--- src/rtl/uart_rx_core.sv ---
// UART receive path: baud tick divider, 2-flop RX synchroniser, 16x-oversampling
// receiver FSM and an RX FIFO with per-entry error flags, overrun and char timeout.
module uart_rx_core #(
    parameter int DL_W       = 16,
    parameter int DEPTH      = 16,
    parameter int CNT_W      = $clog2(DEPTH) + 1,
    parameter int TOUT_TICKS = 640
) (
    input  logic             clk,
    input  logic             rst_n,
    input  logic [DL_W-1:0]  dl,
    input  logic             rx_en,
    input  logic [1:0]       cfg_wlen,
    input  logic             cfg_par_en,
    input  logic             cfg_par_even,
    input  logic             rf_pop,
    input  logic             rf_clr,
    input  logic             ovr_clr,
    input  logic             srx_pad_i,
    output logic [7:0]       rdr,
    output logic [2:0]       rf_err,
    output logic [CNT_W-1:0] rf_count,
    output logic             rf_empty,
    output logic             rf_full,
    output logic             rf_overrun,
    output logic             rx_timeout
);
    localparam int AW   = $clog2(DEPTH);
    localparam int TC_W = $clog2(TOUT_TICKS + 1);

    typedef enum logic [2:0] {
        S_IDLE, S_START, S_DATA, S_PARITY, S_STOP, S_BRK
    } state_t;

    // Baud divider: dl==0 parks the counter at 0 so a new dl is picked up at once.
    logic [DL_W-1:0] dlc;
    logic            tick;

    assign tick = (dlc == '0) && (dl != '0);

    always_ff @(posedge clk or negedge rst_n) begin
        if (!rst_n)
            dlc <= '0;
        else if (dlc == '0)
            dlc <= (dl == '0) ? '0 : dl - DL_W'(1);
        else
            dlc <= dlc - DL_W'(1);
    end

    logic [1:0] sync_q;
    logic       rxs;

    assign rxs = sync_q[1];

    always_ff @(posedge clk or negedge rst_n) begin
        if (!rst_n)
            sync_q <= 2'b11;
        else
            sync_q <= {sync_q[0], srx_pad_i};
    end

    state_t      state, state_n;
    logic [3:0]  sc, sc_n;
    logic [2:0]  bit_idx, bit_n;
    logic [7:0]  data, data_n;
    logic        par_bit, par_bit_n;
    logic        par_err, par_err_n;
    logic        push, frame_err, brk;
    logic [2:0]  last_bit;

    assign last_bit = {1'b0, cfg_wlen} + 3'd4;

    always_ff @(posedge clk or negedge rst_n) begin
        if (!rst_n) begin
            state   <= S_IDLE;
            sc      <= '0;
            bit_idx <= '0;
            data    <= '0;
            par_bit <= 1'b0;
            par_err <= 1'b0;
        end else begin
            state   <= state_n;
            sc      <= sc_n;
            bit_idx <= bit_n;
            data    <= data_n;
            par_bit <= par_bit_n;
            par_err <= par_err_n;
        end
    end

    always_comb begin
        state_n   = state;
        sc_n      = sc;
        bit_n     = bit_idx;
        data_n    = data;
        par_bit_n = par_bit;
        par_err_n = par_err;
        push      = 1'b0;
        frame_err = 1'b0;
        brk       = 1'b0;
        if (!rx_en) begin
            state_n = S_IDLE;
            sc_n    = '0;
        end else if (tick) begin
            case (state)
                S_IDLE: begin
                    if (!rxs) begin
                        state_n = S_START;
                        sc_n    = '0;
                    end
                end
                S_START: begin
                    if (sc == 4'd7) begin
                        sc_n = '0;
                        if (rxs) begin
                            state_n = S_IDLE;
                        end else begin
                            state_n   = S_DATA;
                            bit_n     = '0;
                            data_n    = '0;
                            par_bit_n = 1'b0;
                            par_err_n = 1'b0;
                        end
                    end else begin
                        sc_n = sc + 4'd1;
                    end
                end
                S_DATA: begin
                    sc_n = sc + 4'd1;
                    if (sc == 4'd15) begin
                        data_n[bit_idx] = rxs;
                        bit_n           = bit_idx + 3'd1;
                        if (bit_idx == last_bit)
                            state_n = cfg_par_en ? S_PARITY : S_STOP;
                    end
                end
                S_PARITY: begin
                    sc_n = sc + 4'd1;
                    if (sc == 4'd15) begin
                        par_bit_n = rxs;
                        // data bits above the word length are zero, so ^data is the data parity
                        par_err_n = (^data) ^ rxs ^ ~cfg_par_even;
                        state_n   = S_STOP;
                    end
                end
                S_STOP: begin
                    sc_n = sc + 4'd1;
                    if (sc == 4'd15) begin
                        frame_err = !rxs;
                        brk       = !rxs && (data == 8'd0) && !par_bit;
                        push      = 1'b1;
                        state_n   = brk ? S_BRK : S_IDLE;
                    end
                end
                S_BRK: begin
                    if (rxs) begin
                        state_n = S_IDLE;
                        sc_n    = '0;
                    end
                end
                default: begin
                    state_n = S_IDLE;
                    sc_n    = '0;
                end
            endcase
        end
    end

    logic [10:0]   mem [0:DEPTH-1];
    logic [AW-1:0] wr_ptr, rd_ptr;
    logic [10:0]   head;
    logic          do_push, do_pop, ovf;

    assign rf_empty = (rf_count == '0);
    assign rf_full  = (rf_count == CNT_W'(DEPTH));
    assign do_pop   = rf_pop && !rf_empty && !rf_clr;
    assign do_push  = push && !rf_clr && (!rf_full || do_pop);
    assign ovf      = push && !rf_clr && rf_full && !do_pop;
    assign head     = mem[rd_ptr];
    assign rdr      = rf_empty ? 8'd0 : head[7:0];
    assign rf_err   = rf_empty ? 3'd0 : head[10:8];

    always_ff @(posedge clk) begin
        if (do_push)
            mem[wr_ptr] <= {brk, frame_err, par_err, data};
    end

    always_ff @(posedge clk or negedge rst_n) begin
        if (!rst_n) begin
            wr_ptr   <= '0;
            rd_ptr   <= '0;
            rf_count <= '0;
        end else if (rf_clr) begin
            wr_ptr   <= '0;
            rd_ptr   <= '0;
            rf_count <= '0;
        end else begin
            if (do_push)
                wr_ptr <= wr_ptr + AW'(1);
            if (do_pop)
                rd_ptr <= rd_ptr + AW'(1);
            case ({do_push, do_pop})
                2'b10:   rf_count <= rf_count + CNT_W'(1);
                2'b01:   rf_count <= rf_count - CNT_W'(1);
                default: rf_count <= rf_count;
            endcase
        end
    end

    // A drop in the same cycle as ovr_clr keeps the flag set.
    always_ff @(posedge clk or negedge rst_n) begin
        if (!rst_n)
            rf_overrun <= 1'b0;
        else if (ovf)
            rf_overrun <= 1'b1;
        else if (ovr_clr)
            rf_overrun <= 1'b0;
    end

    logic [TC_W-1:0] tc;

    assign rx_timeout = (tc == TC_W'(TOUT_TICKS));

    always_ff @(posedge clk or negedge rst_n) begin
        if (!rst_n)
            tc <= '0;
        else if (push || rf_pop || rf_clr || rf_empty)
            tc <= '0;
        else if (tick && state == S_IDLE && !rx_timeout)
            tc <= tc + TC_W'(1);
    end
endmodule

--- config.mk ---
export PLATFORM = sky130hd
export DESIGN_NAME = uart_rx_core
export DESIGN_NICKNAME = d
export VERILOG_FILES = /design/src/rtl/uart_rx_core.sv
export SDC_FILE = /design/constraint.sdc
export NUM_CORES = 1
export LEC_CHECK = 0
export CAP_MARGIN = 20
export CORE_MARGIN = 5
export CORE_UTILIZATION = 55
export DETAILED_ROUTE_END_ITERATION = 12
export GPL_TIMING_DRIVEN = 1
export PLACE_DENSITY_LB_ADDON = 0.1
export SLEW_MARGIN = 20
export SYNTH_ARGS = -nofsm -noshare
export SYNTH_HDL_FRONTEND = slang
export SYNTH_SLANG_ARGS = --single-unit
--- constraint.sdc ---
create_clock -name clk -period 8.5 [get_ports clk]
set_input_delay 2.55 -clock clk [delete_from_list [all_inputs] [get_ports clk]]
set_output_delay 2.55 -clock clk [all_outputs]
set_load 0.1 [all_outputs]
==> results of run 1 <==
-- state kept, by name, indices dropped and copies added (netlist names) --
name and flops:
tc 10, par_err 1, sc 4, mem 176, rf_overrun 1, wr_ptr 4, dlc 16, sync_q 2
state 3, rd_ptr 4, data 8, rf_count 5, par_bit 1, bit_idx 3
-- worst register-to-register path: cells and delay by family (launching register included) --
family          cells  cell delay (ns)
flops               1             0.40
simple gates        5             1.75
buf+inv             2             0.31
fa+ha+maj           2             0.63
compound gates      3             0.46
mux                 1             0.17
-- routing by layer --
layer,vias up,part of all wire (%)
met3,36,5.3
met1,3483,43
met5,-,0
met4,0,2.1
met2,189,50
li1,3239,-
-- through the flow --
step | cell area, um^2 | std cells | worst slack, ns
2_1_floorplan | 11100 | 819 | 1.57
3_3_place_gp | 11800 | 1102 | 2.39
3_5_place_dp | 11800 | 1102 | 2.21
4_1_cts | 12600 | 1150 | 1.96
5_1_grt | 12600 | 1150 | 1.69
6_report | 12600 | 1150 | 1.98
-- how the worst max path moves through the flow --
stage	start	to	slack, ns
global route	rd_ptr[2]	rdr[0]	1.69
detailed placement	dl[0]	rf_count[4]	2.21
global placement	dl[0]	rf_count[4]	2.39
floorplan	rf_count[1]	rdr[0]	1.57
finish	rd_ptr[0]	rdr[0]	1.98
CTS	rd_ptr[0]	rdr[0]	1.96
-- Yosys cell counts, drive strengths merged (9+ instances only) --
master  instances  area share [%]
a211oi         11            0.74
a21oi          26             1.4
and2           12            0.68
buf            15            0.71
clkbuf         28            0.95
dfrtp          60              14
edfxtp        176              48
ha             20             2.3
inv            32             1.1
mux2i          55             5.0
mux4           22             4.5
nand2          40             1.4
nand2b          9            0.51
nand3          18            0.81
nor2           46             1.6
nor3           13            0.69
nor4           10            0.62
o21ai          43             1.9
o221ai         11            0.87
o22ai          17            0.96
o31ai          11            0.83
o32ai          11            0.87
or3            10            0.56
or4            13             1.0
xnor2          18             1.4
xor2           19             1.5
-- cell type report --
| class | count | area [um^2] |
|---|---|---|
| clock buffers | 30 | 697 |
| clock inverters | 18 | 140 |
| fillers | 1548 | 7420 |
| inverters | 32 | 120 |
| multi-input cells | 506 | 3950 |
| flip-flops and latches | 238 | 6840 |
| well taps | 270 | 338 |
| repair buffers | 56 | 531 |
-- where the power goes --
group	switching, mW	internal (mW)	total, mW
logic	0.234	0.125	0.358
registers	0.0475	1.24	1.29
clock network	0.437	0.646	1.08
total	0.718	2.01	2.73
-- logic make-up after synthesis --
group                    count (synthesis)  share of synthesized area (%)
buffers and inverters                   75                           2.74
flip-flops                             238                           61.7
adder cells (fa/ha/maj)                 21                           2.44
multiplexers                            81                           9.84
AO/OA/AOI/OAI                          153                           9.51
XOR/XNOR                                37                           2.92
AND/OR/NAND/NOR                        214                           10.9
==> results by group, run 1 <==
Global route
  – Pin count of the biggest net entering global routing: 63
  – GR Overflow Total: 0
  – Met3 usage in global routing: 3.67%
  – Global routing usage on met2: 35.3%
  – Grt met1 use: 28.1%
  – First-pass GRT wire length: 38700 um
  – Overall routing resource usage: 20.8%
  – Top Usage Layer GRT: met2
  – Vias in the first global route: 7112
  – Initial antenna violation count: 0

Pwr
  – Maximum vdd drop: 129 uV
  – Pwr dens: 216 nW/um^2
  – Post-layout power: 2.73 mW
  – Leakage power: 4.47 nW

CTS
  – H-tree Lvls: 1
  – Clock-pin slew on the worst setup and hold paths: 0.06 ns
  – Clk_lat worst skew: ~0.53 ns
  – CTS root buffer: clkbuf_16
  – Max Root-Sink Buffers: 3
  – Post_cts resized: 0
  – Setup Fix Bufs, Post-CTS: 0
  – CTS sink cnt: 238
  – Hold_buf cts: 0
  – CTS buffer count: 26
  – CTS tree: built

Cells and area
  – Final Core Density: 63.0%
  – Area growth from synthesis to layout: 13.8%
  – Most frequent cells in the layout: edfxtp_1 (176), dfrtp_1 (59), mux2i_1 (55), clkdlybuf4s50_1 (45), nor2_1 (44)
  – Layout cell share with drive strength beyond 1: 11.7%
  – N_diodes: 0
  – Commonest non-fill, non-tap cell in the layout: edfxtp_1
  – Nets: 908

Worst setup path
  – Nature of the critical path startpoint: flop
  – Critical Path Fanout Max: between 40 and 50
  – R2r setup slk: 4.66 ns
  – Critical path class: flop to primary output
  – WP depth: 6
  – R2R depth: 13
  – Family with the most delay on the worst path: buffers and inverters
  – CP Buf/Inv Count: 2
  – Worst r2r dst: rf_count[4]
  – Slowest-stage cell, CP: clkdlybuf4s50_1
  – Worst flop-to-flop path startpoint: dlc[0]
  – Slowest stage delay, CP: 1.20 ns
  – Crit. End Element: primary output
  – CP arrival: approximately 4.0 ns
  – Critical path cell sequence: buf_4, mux2i_1, o221ai_1, o21ai_0, a211oi_1, clkdlybuf4s50_1
  – CP Data Required Time: 5.95 ns

Timing
  – TNS Setup: 0 ns
  – FMAX: 0.153 GHz
  – Layout Skew: 0.0136 ns
  – Fin crit period: between 6 and 7 ns
  – RSZ-0062 raised after global routing: no
  – Rel. slew slack: 29.4%
  – Slew Limit Fails: 0
  – Worst slew pin tran: 1.06 ns
  – Final setup fails: 0
  – Final hold vios: 0
  – Final cycle utilization of the critical path: 76.7%
  – WHS: 0.358 ns

Die
  – Die area: 23100 um^2
  – Die Y: 152 um
  – IO Pins: 47
  – DIE WIDTH: 152 um
  – Initial Util: 55.3%
  – Std-Cell Rows: 52
  – Core Box Area: roughly 20000 um^2

Synth
  – Yosys warning count: 0
  – Sequential area share after synthesis: 61.7%
  – Main synth FF type: edfxtp_1
  – Post-synth EDFFs: 176
  – Synth Instances: 819
  – Ys async rst share: 26.1%
  – Mapped cell area: 11100 um^2
  – Syn nets: 867
  – Avg Cell Area, Syn: 13.5 um^2
  – Yosys cell types: 66
  – Yosys reg bits: 238

Placement
  – GPL Wtd Cong: 0.846
  – DP Wirelength: around 16000 um
  – Port bufs: 46

Job
  – Total of max-cap violations: 0

Worst hold path
  – Worst hold path stage count: 0
  – Hold Crit Class: flop to flop
  – Worst Hold Path EP: sync_q[1]
  – Critical hold path startpoint: sync_q[0]

Routing
  – Final ANT Viol Nets: 0
  – First-pass DRT Iterations: 4
  – Routed wire length per instance: roughly 21 um
  – Via/cell ratio: 6.04
  – Via count: between 6000 and 7000
  – Final WL: 23800 um
  – First DRT Iteration DRCs: between 400 and 500
  – DRC viols: 0

Run status
  – Status: finished clean
Power figures use the tool's default switching activity.
==> inputs of run 2 (changes only) <==
clock period = 5.65 ns   (was 8.5 ns; I/O delays follow)
==> run 2 against run 1 <==
Cell area down 0.71%. Total power up 46%. Sequential power up 49%. Critical endpoint is now rdr[5].
==> results by group, run 2 (synthesis results as in run 1) <==
Worst setup path
  – Family with the most delay on the worst path: compound AO/OA/AOI/OAI gates (was buffers and inverters)
  – CP Buf/Inv Count: 1 (was 2)
  – Nature of the critical path startpoint: flop (unchanged)
  – CP arrival: 3.38 ns (was 3.97 ns)
  – Critical path cell sequence: nand2b_1, o22ai_1, o21ai_0, a211oi_1, buf_4 (was buf_4, mux2i_1, o221ai_1, o21ai_0, a211oi_1, clkdlybuf4s50_1)
  – CP Data Required Time: 3.95 ns (was 5.95 ns)
  – Critical path class: flop to primary output (unchanged)
  – Worst r2r dst: rf_count[4] (unchanged)
  – R2r setup slk: 1.84 ns (was 4.66 ns)
  – Crit. End Element: primary output (unchanged)
  – R2R depth: 12 (was 13)
  – Slowest-stage cell, CP: dfrtp_1 (was clkdlybuf4s50_1)
  – Critical Path Fanout Max: 22 (was 43)
  – Slowest stage delay, CP: 0.74 ns (was 1.20 ns)
  – Worst flop-to-flop path startpoint: dlc[0] (unchanged)

Global route
  – Overall routing resource usage: 20.1% (was 20.8%)
  – Vias in the first global route: 6890 (was 7112)
  – Pin count of the biggest net entering global routing: 41 (was 63)
  – First-pass GRT wire length: 37800 um (was 38700 um)
  – Grt met1 use: 28.3% (was 28.1%)
  – Top Usage Layer GRT: met2 (unchanged)
  – Global routing usage on met2: 34.0% (was 35.3%)
  – Met3 usage in global routing: 2.59% (was 3.67%)
  – GR Overflow Total: 0 (unchanged)
  – Initial antenna violation count: 0 (unchanged)

Worst hold path
  – Hold Crit Class: flop to flop (unchanged)
  – Critical hold path startpoint: sync_q[0] (unchanged)
  – Worst hold path stage count: 0 (unchanged)
  – Worst Hold Path EP: sync_q[1] (unchanged)

Timing
  – Rel. slew slack: 29.4% (about the same)
  – FMAX: roughly 0.20 GHz
  – Slew Limit Fails: 0 (unchanged)
  – Setup ws final: 0.572 ns (was 1.98 ns)
  – Final cycle utilization of the critical path: 89.9%
  – Final hold vios: 0 (unchanged)
  – Layout Skew: 0.00692 ns (was 0.0136 ns)
  – Worst slew pin tran: 1.06 ns (about the same)
  – RSZ-0062 raised after global routing: no (unchanged)
  – TNS Setup: 0 ns (unchanged)
  – Final setup fails: 0 (unchanged)
  – Fin crit period: 5.08 ns

Cells and area
  – Nets: 908 (unchanged)
  – Max FFs per register: 176 (unchanged)
  – N_diodes: 0 (unchanged)
  – Commonest non-fill, non-tap cell in the layout: edfxtp_1 (unchanged)
  – Most frequent cells in the layout: edfxtp_1 (176), dfrtp_1 (59), mux2i_1 (55), nor2_1 (44) (was edfxtp_1 (176), dfrtp_1 (59), mux2i_1 (55), clkdlybuf4s50_1 (45), nor2_1 (44))
  – Layout cell share with drive strength beyond 1: 12.8% (was 11.7%)
  – Fin area: 12500 um^2 (was 12600 um^2)
  – Area growth from synthesis to layout: 13.0% (was 13.8%)
  – Regs by FF count: mem (176), dlc (16), tc (10) (unchanged)
  – Most flops, register: mem (unchanged)
  – Fill cells: 1510 (was 1548)

Pwr
  – Pwr dens: 319 nW/um^2 (was 216 nW/um^2)
  – Maximum vdd drop: 191 uV (was 129 uV)
  – Leakage power: 4.45 nW (was 4.47 nW)

Placement
  – Pre-CTS setup slack: 0.393 ns (was 2.21 ns)
  – Port bufs: 46 (unchanged)
  – GPL Wtd Cong: 0.861 (was 0.846)
  – DP Wirelength: 15600 um (was 15900 um)
  – Placement Cell Area: 11800 um^2 (about the same)

Routing
  – Final ANT Viol Nets: 0 (unchanged)
  – Via count: 6860 (was 6947)
  – Routed wire length per instance: 20.3 um (was 20.7 um)
  – First-pass DRT Iterations: 5 (was 4)
  – First DRT Iteration DRCs: 455 (was 420)
  – Final WL: 23300 um (was 23800 um)
  – Via/cell ratio: 5.98 (was 6.04)
  – DRC viols: 0 (unchanged)

CTS
  – Clk_lat worst skew: 0.51 ns (was 0.53 ns)
  – H-tree Lvls: 1 (unchanged)
  – CTS tree: built (unchanged)
  – CTS root buffer: clkbuf_16 (unchanged)
  – Post_cts resized: 0 (unchanged)
  – Clock-pin slew on the worst setup and hold paths: 0.06 ns (about the same)
  – Setup Fix Bufs, Post-CTS: 0 (unchanged)
  – Hold_buf cts: 0 (unchanged)
  – CTS sink cnt: 238 (unchanged)
  – Max Root-Sink Buffers: 3 (unchanged)
  – CTS buffer count: 25 (was 26)

Die
  – Die Y: 152 um (unchanged)
  – Die area: 23100 um^2 (unchanged)
  – IO Pins: 47 (unchanged)
  – DIE WIDTH: 152 um (unchanged)
  – Core Box Area: 20000 um^2 (unchanged)
  – Std-Cell Rows: 52 (unchanged)
  – Initial Util: 55.3% (unchanged)

Job
  – Total of max-cap violations: 0 (unchanged)

Run status
  – Status: finished clean (unchanged)
==> run 2: cell types whose count changed in the layout (fill, tap and decap cells not counted) <==
cell,before,now
clkinv_1,7,3
buf_4,10,22
clkinv_2,6,2
clkbuf_1,2,6
inv_6,1,3
clkinvlp_4,2,3
buf_12,0,1
clkbuf_16,27,25
clkinv_4,0,1
bufinv_16,2,1
clkbuf_8,1,0
clkdlybuf4s50_1,45,33
==> run 2: final cells by class <==
| class | count | area [um^2] | area share, % |
|---|---|---|---|
| multi-input combinational | 506 | 3950 | 31.5 |
| tap | 270 | 338 | 2.70 |
| inverter | 32 | 120 | 0.959 |
| timing repair buffer | 57 | 520 | 4.15 |
| clock inverter | 13 | 109 | 0.869 |
| clock buffer | 31 | 648 | 5.17 |
| sequential | 238 | 6840 | 54.6 |
==> run 2: worst max path at each step <==
stage / startpoint / depth (start not counted) / endpoint / slack, ns
2_1_floorplan: rf_count[1] / 4 / rdr[0] / -0.42
4_1_cts: rd_ptr[2] / 5 / rdr[5] / 0.46
5_1_grt: rd_ptr[2] / 5 / rdr[5] / 0.32
3_3_place_gp: dl[0] / 13 / rf_count[4] / 0.54
6_report: rd_ptr[2] / 5 / rdr[5] / 0.57
3_5_place_dp: dl[0] / 13 / rf_count[4] / 0.39
==> run 2: power by group <==
part / internal (mW) / switching (mW) / total (mW) / leakage [nW]
Clock: 0.865 / 0.650 / 1.51 / 0.360
Combinational: 0.187 / 0.374 / 0.561 / 1.40
Sequential: 1.87 / 0.0525 / 1.92 / 2.69
Total: 2.92 / 1.08 / 4.00 / 4.45
==> run 2: through the flow <==
| step | utilization (%) | total power, mW | std cells | hold slack [ns] |
|---|---|---|---|---|
| floorplan | - | 2.38 | 819 | 0.345 |
| global placement | 58.7 | 2.52 | 1103 | 0.346 |
| detailed placement | 58.7 | 2.52 | 1103 | 0.347 |
| CTS | 62.5 | 4.03 | 1147 | 0.355 |
| global route | 62.5 | 4.15 | 1147 | 0.359 |
| finish | 62.5 | 4.00 | 1147 | 0.354 |
==> run 2: worst register-to-register path, stage by stage, from the launching register on <==
cell	delay, ns
dfrtp_1	0.41
inv_1	0.07
ha_1	0.18
nor3b_1	0.57
nand3_1	0.37
nor4b_2	0.52
nor3_1	0.21
fa_1	0.48
a21o_1	0.20
a21o_1	0.19
or2_2	0.29
mux2i_1	0.13
o2bb2ai_1	0.12
==> run 2: layer usage <==
metal / routed length (um) / share of wire, %
met4: 355 / 1.5
met3: 1180 / 5.1
met2: 11700 / 50
met5: 0 / 0
met1: 10100 / 43
==> inputs of run 3 (changes only) <==
--- a/constraint.sdc
+++ b/constraint.sdc
@@ -3,2 +3,2 @@
 set_output_delay 1.695 -clock clk [all_outputs]
-set_load 0.1 [all_outputs]
+set_load 0.01 [all_outputs]
==> run 3 against run 2 <==
Core utilization up 0.40 points. Sequential share of layout area down 0.35 points. Final cell count up 0.26%. Critical endpoint unchanged.
==> results by group, run 3 (synthesis results as in run 1) <==
Cells and area
  – Nets: 911 (was 908)
  – Regs by FF count: mem (176), dlc (16), tc (10) (unchanged)
  – Commonest non-fill, non-tap cell in the layout: edfxtp_1 (unchanged)
  – Most frequent cells in the layout: edfxtp_1 (176), dfrtp_1 (59), mux2i_1 (55), nor2_1 (45), clkdlybuf4s50_1 (45) (was edfxtp_1 (176), dfrtp_1 (59), mux2i_1 (55), nor2_1 (44))
  – Area growth from synthesis to layout: 13.7% (was 13.0%)
  – Layout cell share with drive strength beyond 1: 11.4% (was 12.8%)
  – N_diodes: 0 (unchanged)
  – Most flops, register: mem (unchanged)
  – Max FFs per register: 176 (unchanged)

Global route
  – Overall routing resource usage: 20.6% (was 20.1%)
  – Initial antenna violation count: 0 (unchanged)
  – First-pass GRT wire length: 38600 um (was 37800 um)
  – Vias in the first global route: 6888 (was 6890)
  – GR Overflow Total: 0 (unchanged)
  – Pin count of the biggest net entering global routing: 41 (unchanged)

CTS
  – CTS sink cnt: 238 (unchanged)
  – CTS tree: built (unchanged)
  – CTS root buffer: clkbuf_16 (unchanged)
  – Max Root-Sink Buffers: 3 (unchanged)
  – Hold_buf cts: 0 (unchanged)
  – H-tree Lvls: 1 (unchanged)
  – CTS buffer count: 25 (unchanged)
  – Clk_lat worst skew: 0.51 ns (about the same)
  – Clock-pin slew on the worst setup and hold paths: 0.06 ns (about the same)
  – Post_cts resized: 0 (unchanged)
  – Setup Fix Bufs, Post-CTS: 0 (unchanged)

Timing
  – Final setup fails: 0 (unchanged)
  – Final cycle utilization of the critical path: 85.9% (was 89.9%)
  – Fin crit period: 4.85 ns (was 5.08 ns)
  – Setup ws final: 0.797 ns (was 0.572 ns)
  – Slew Limit Fails: 0 (unchanged)
  – FMAX: 0.206 GHz (was 0.197 GHz)
  – Rel. slew slack: 29.2% (was 29.4%)
  – RSZ-0062 raised after global routing: no (unchanged)
  – Worst slew pin tran: 1.06 ns (about the same)
  – TNS Setup: 0 ns (unchanged)
  – Layout Skew: 0.0131 ns (was 0.00692 ns)
  – Final hold vios: 0 (unchanged)

Run status
  – Status: finished clean (unchanged)

Pwr
  – Pwr dens: 307 nW/um^2 (was 319 nW/um^2)
  – Maximum vdd drop: 270 uV (was 191 uV)
  – Leakage power: 4.47 nW (was 4.45 nW)

Die
  – Die Y: 152 um (unchanged)
  – Die area: 23100 um^2 (unchanged)
  – Initial Util: 55.3% (unchanged)
  – IO Pins: 47 (unchanged)
  – Core Box Area: 20000 um^2 (unchanged)
  – Std-Cell Rows: 52 (unchanged)
  – DIE WIDTH: 152 um (unchanged)

Routing
  – Via count: 6928 (was 6860)
  – First DRT Iteration DRCs: 474 (was 455)
  – Routed wire length per instance: 20.5 um (was 20.3 um)
  – Final WL: 23500 um (was 23300 um)
  – DRC viols: 0 (unchanged)
  – Final ANT Viol Nets: 0 (unchanged)
  – First-pass DRT Iterations: 5 (unchanged)
  – Via/cell ratio: 6.02 (was 5.98)

Placement
  – DP Wirelength: 15600 um (about the same)
  – Port bufs: 46 (unchanged)
  – Pre-CTS setup slack: 0.391 ns (was 0.393 ns)
  – GPL Wtd Cong: 0.841 (was 0.861)

Worst setup path
  – Nature of the critical path startpoint: flop (unchanged)
  – CP Data Required Time: 3.95 ns (about the same)
  – Worst flop-to-flop path startpoint: state[1] (was dlc[0])
  – Critical path class: flop to primary output (unchanged)
  – CP arrival: 3.16 ns (was 3.38 ns)
  – Critical Path Fanout Max: 22 (unchanged)
  – Crit. End Element: primary output (unchanged)
  – Crit path from: rd_ptr[2] (unchanged)

Worst hold path
  – Critical hold path startpoint: sync_q[0] (unchanged)
  – Hold Crit Class: flop to flop (unchanged)

Job
  – Total of max-cap violations: 0 (unchanged)
run 3: cell count changes in the layout (fill, tap and decap cells not counted), moves of 2 or more:
| cell | delta |
|---|---|
| clkinv_1 | +5 |
| clkinvlp_4 | -3 |
| clkbuf_1 | -3 |
| buf_4 | -10 |
| clkdlybuf4s50_1 | +12 |
| inv_6 | -2 |
| clkinv_2 | +2 |
run 3: worst max-delay path: stages (launching register included):
cell,delay [ns]
dfrtp_1,0.74
nand2b_1,0.11
buf_4,0.25
o22ai_1,0.29
o21ai_0,0.12
a211oi_1,0.49
clkdlybuf4s50_1,0.64
run 3: final timing paths:
| path | endpoint | depth (start not counted) | slack, ns |
|---|---|---|---|
| setup / recovery | rdr[5] | 6 | 0.80 |
| hold / removal | sync_q[1] | 0 | 0.36 |
| setup reg to reg | rf_count[4] | 10 | 1.89 |
| hold reg to reg | sync_q[1] | 0 | 0.36 |
| max in group asynchronous | rd_ptr[0] | 3 | 3.58 |
| min in group asynchronous | data[0] | 1 | 1.15 |
run 3: per-stage QoR:
step | power [mW] | cell area, um^2 | hold slack, ns | util, % | instances
floorplan | 2.21 | 11100 | 0.345 | - | 819
global placement | 2.36 | 11800 | 0.346 | 59.0 | 1105
detailed placement | 2.37 | 11800 | 0.347 | 59.0 | 1105
CTS | 3.90 | 12600 | 0.355 | 62.8 | 1149
global route | 4.01 | 12600 | 0.358 | 62.9 | 1150
finish | 3.87 | 12600 | 0.356 | 62.9 | 1150
run 3: layer usage:
layer  vias to the layer above  track usage (%)  share of wire [%]
li1                       3242                -                  -
met1                      3433             29.1                 42
met2                       233             34.9                 50
met3                        20             2.70                6.2
met4                         0             4.02                1.2
met5                         -                0                  0
run 3: cell type report:
| type | instances | area, um^2 |
|---|---|---|
| Clock buffer | 28 | 637 |
| Clock inverter | 16 | 130 |
| Fill cell | 1548 | 7430 |
| Inverter | 32 | 120 |
| Multi-Input combinational cell | 506 | 3950 |
| Sequential cell | 238 | 6840 |
| Tap cell | 270 | 338 |
| Timing Repair Buffer | 60 | 593 |
run 3: report_power, final:
part	leakage [nW]	switching [mW]	internal [mW]	total, mW
combinational	1.40	0.216	0.201	0.417
clock	0.379	0.646	0.899	1.55
sequential	2.69	0.0422	1.87	1.91
total	4.47	0.904	2.97	3.87
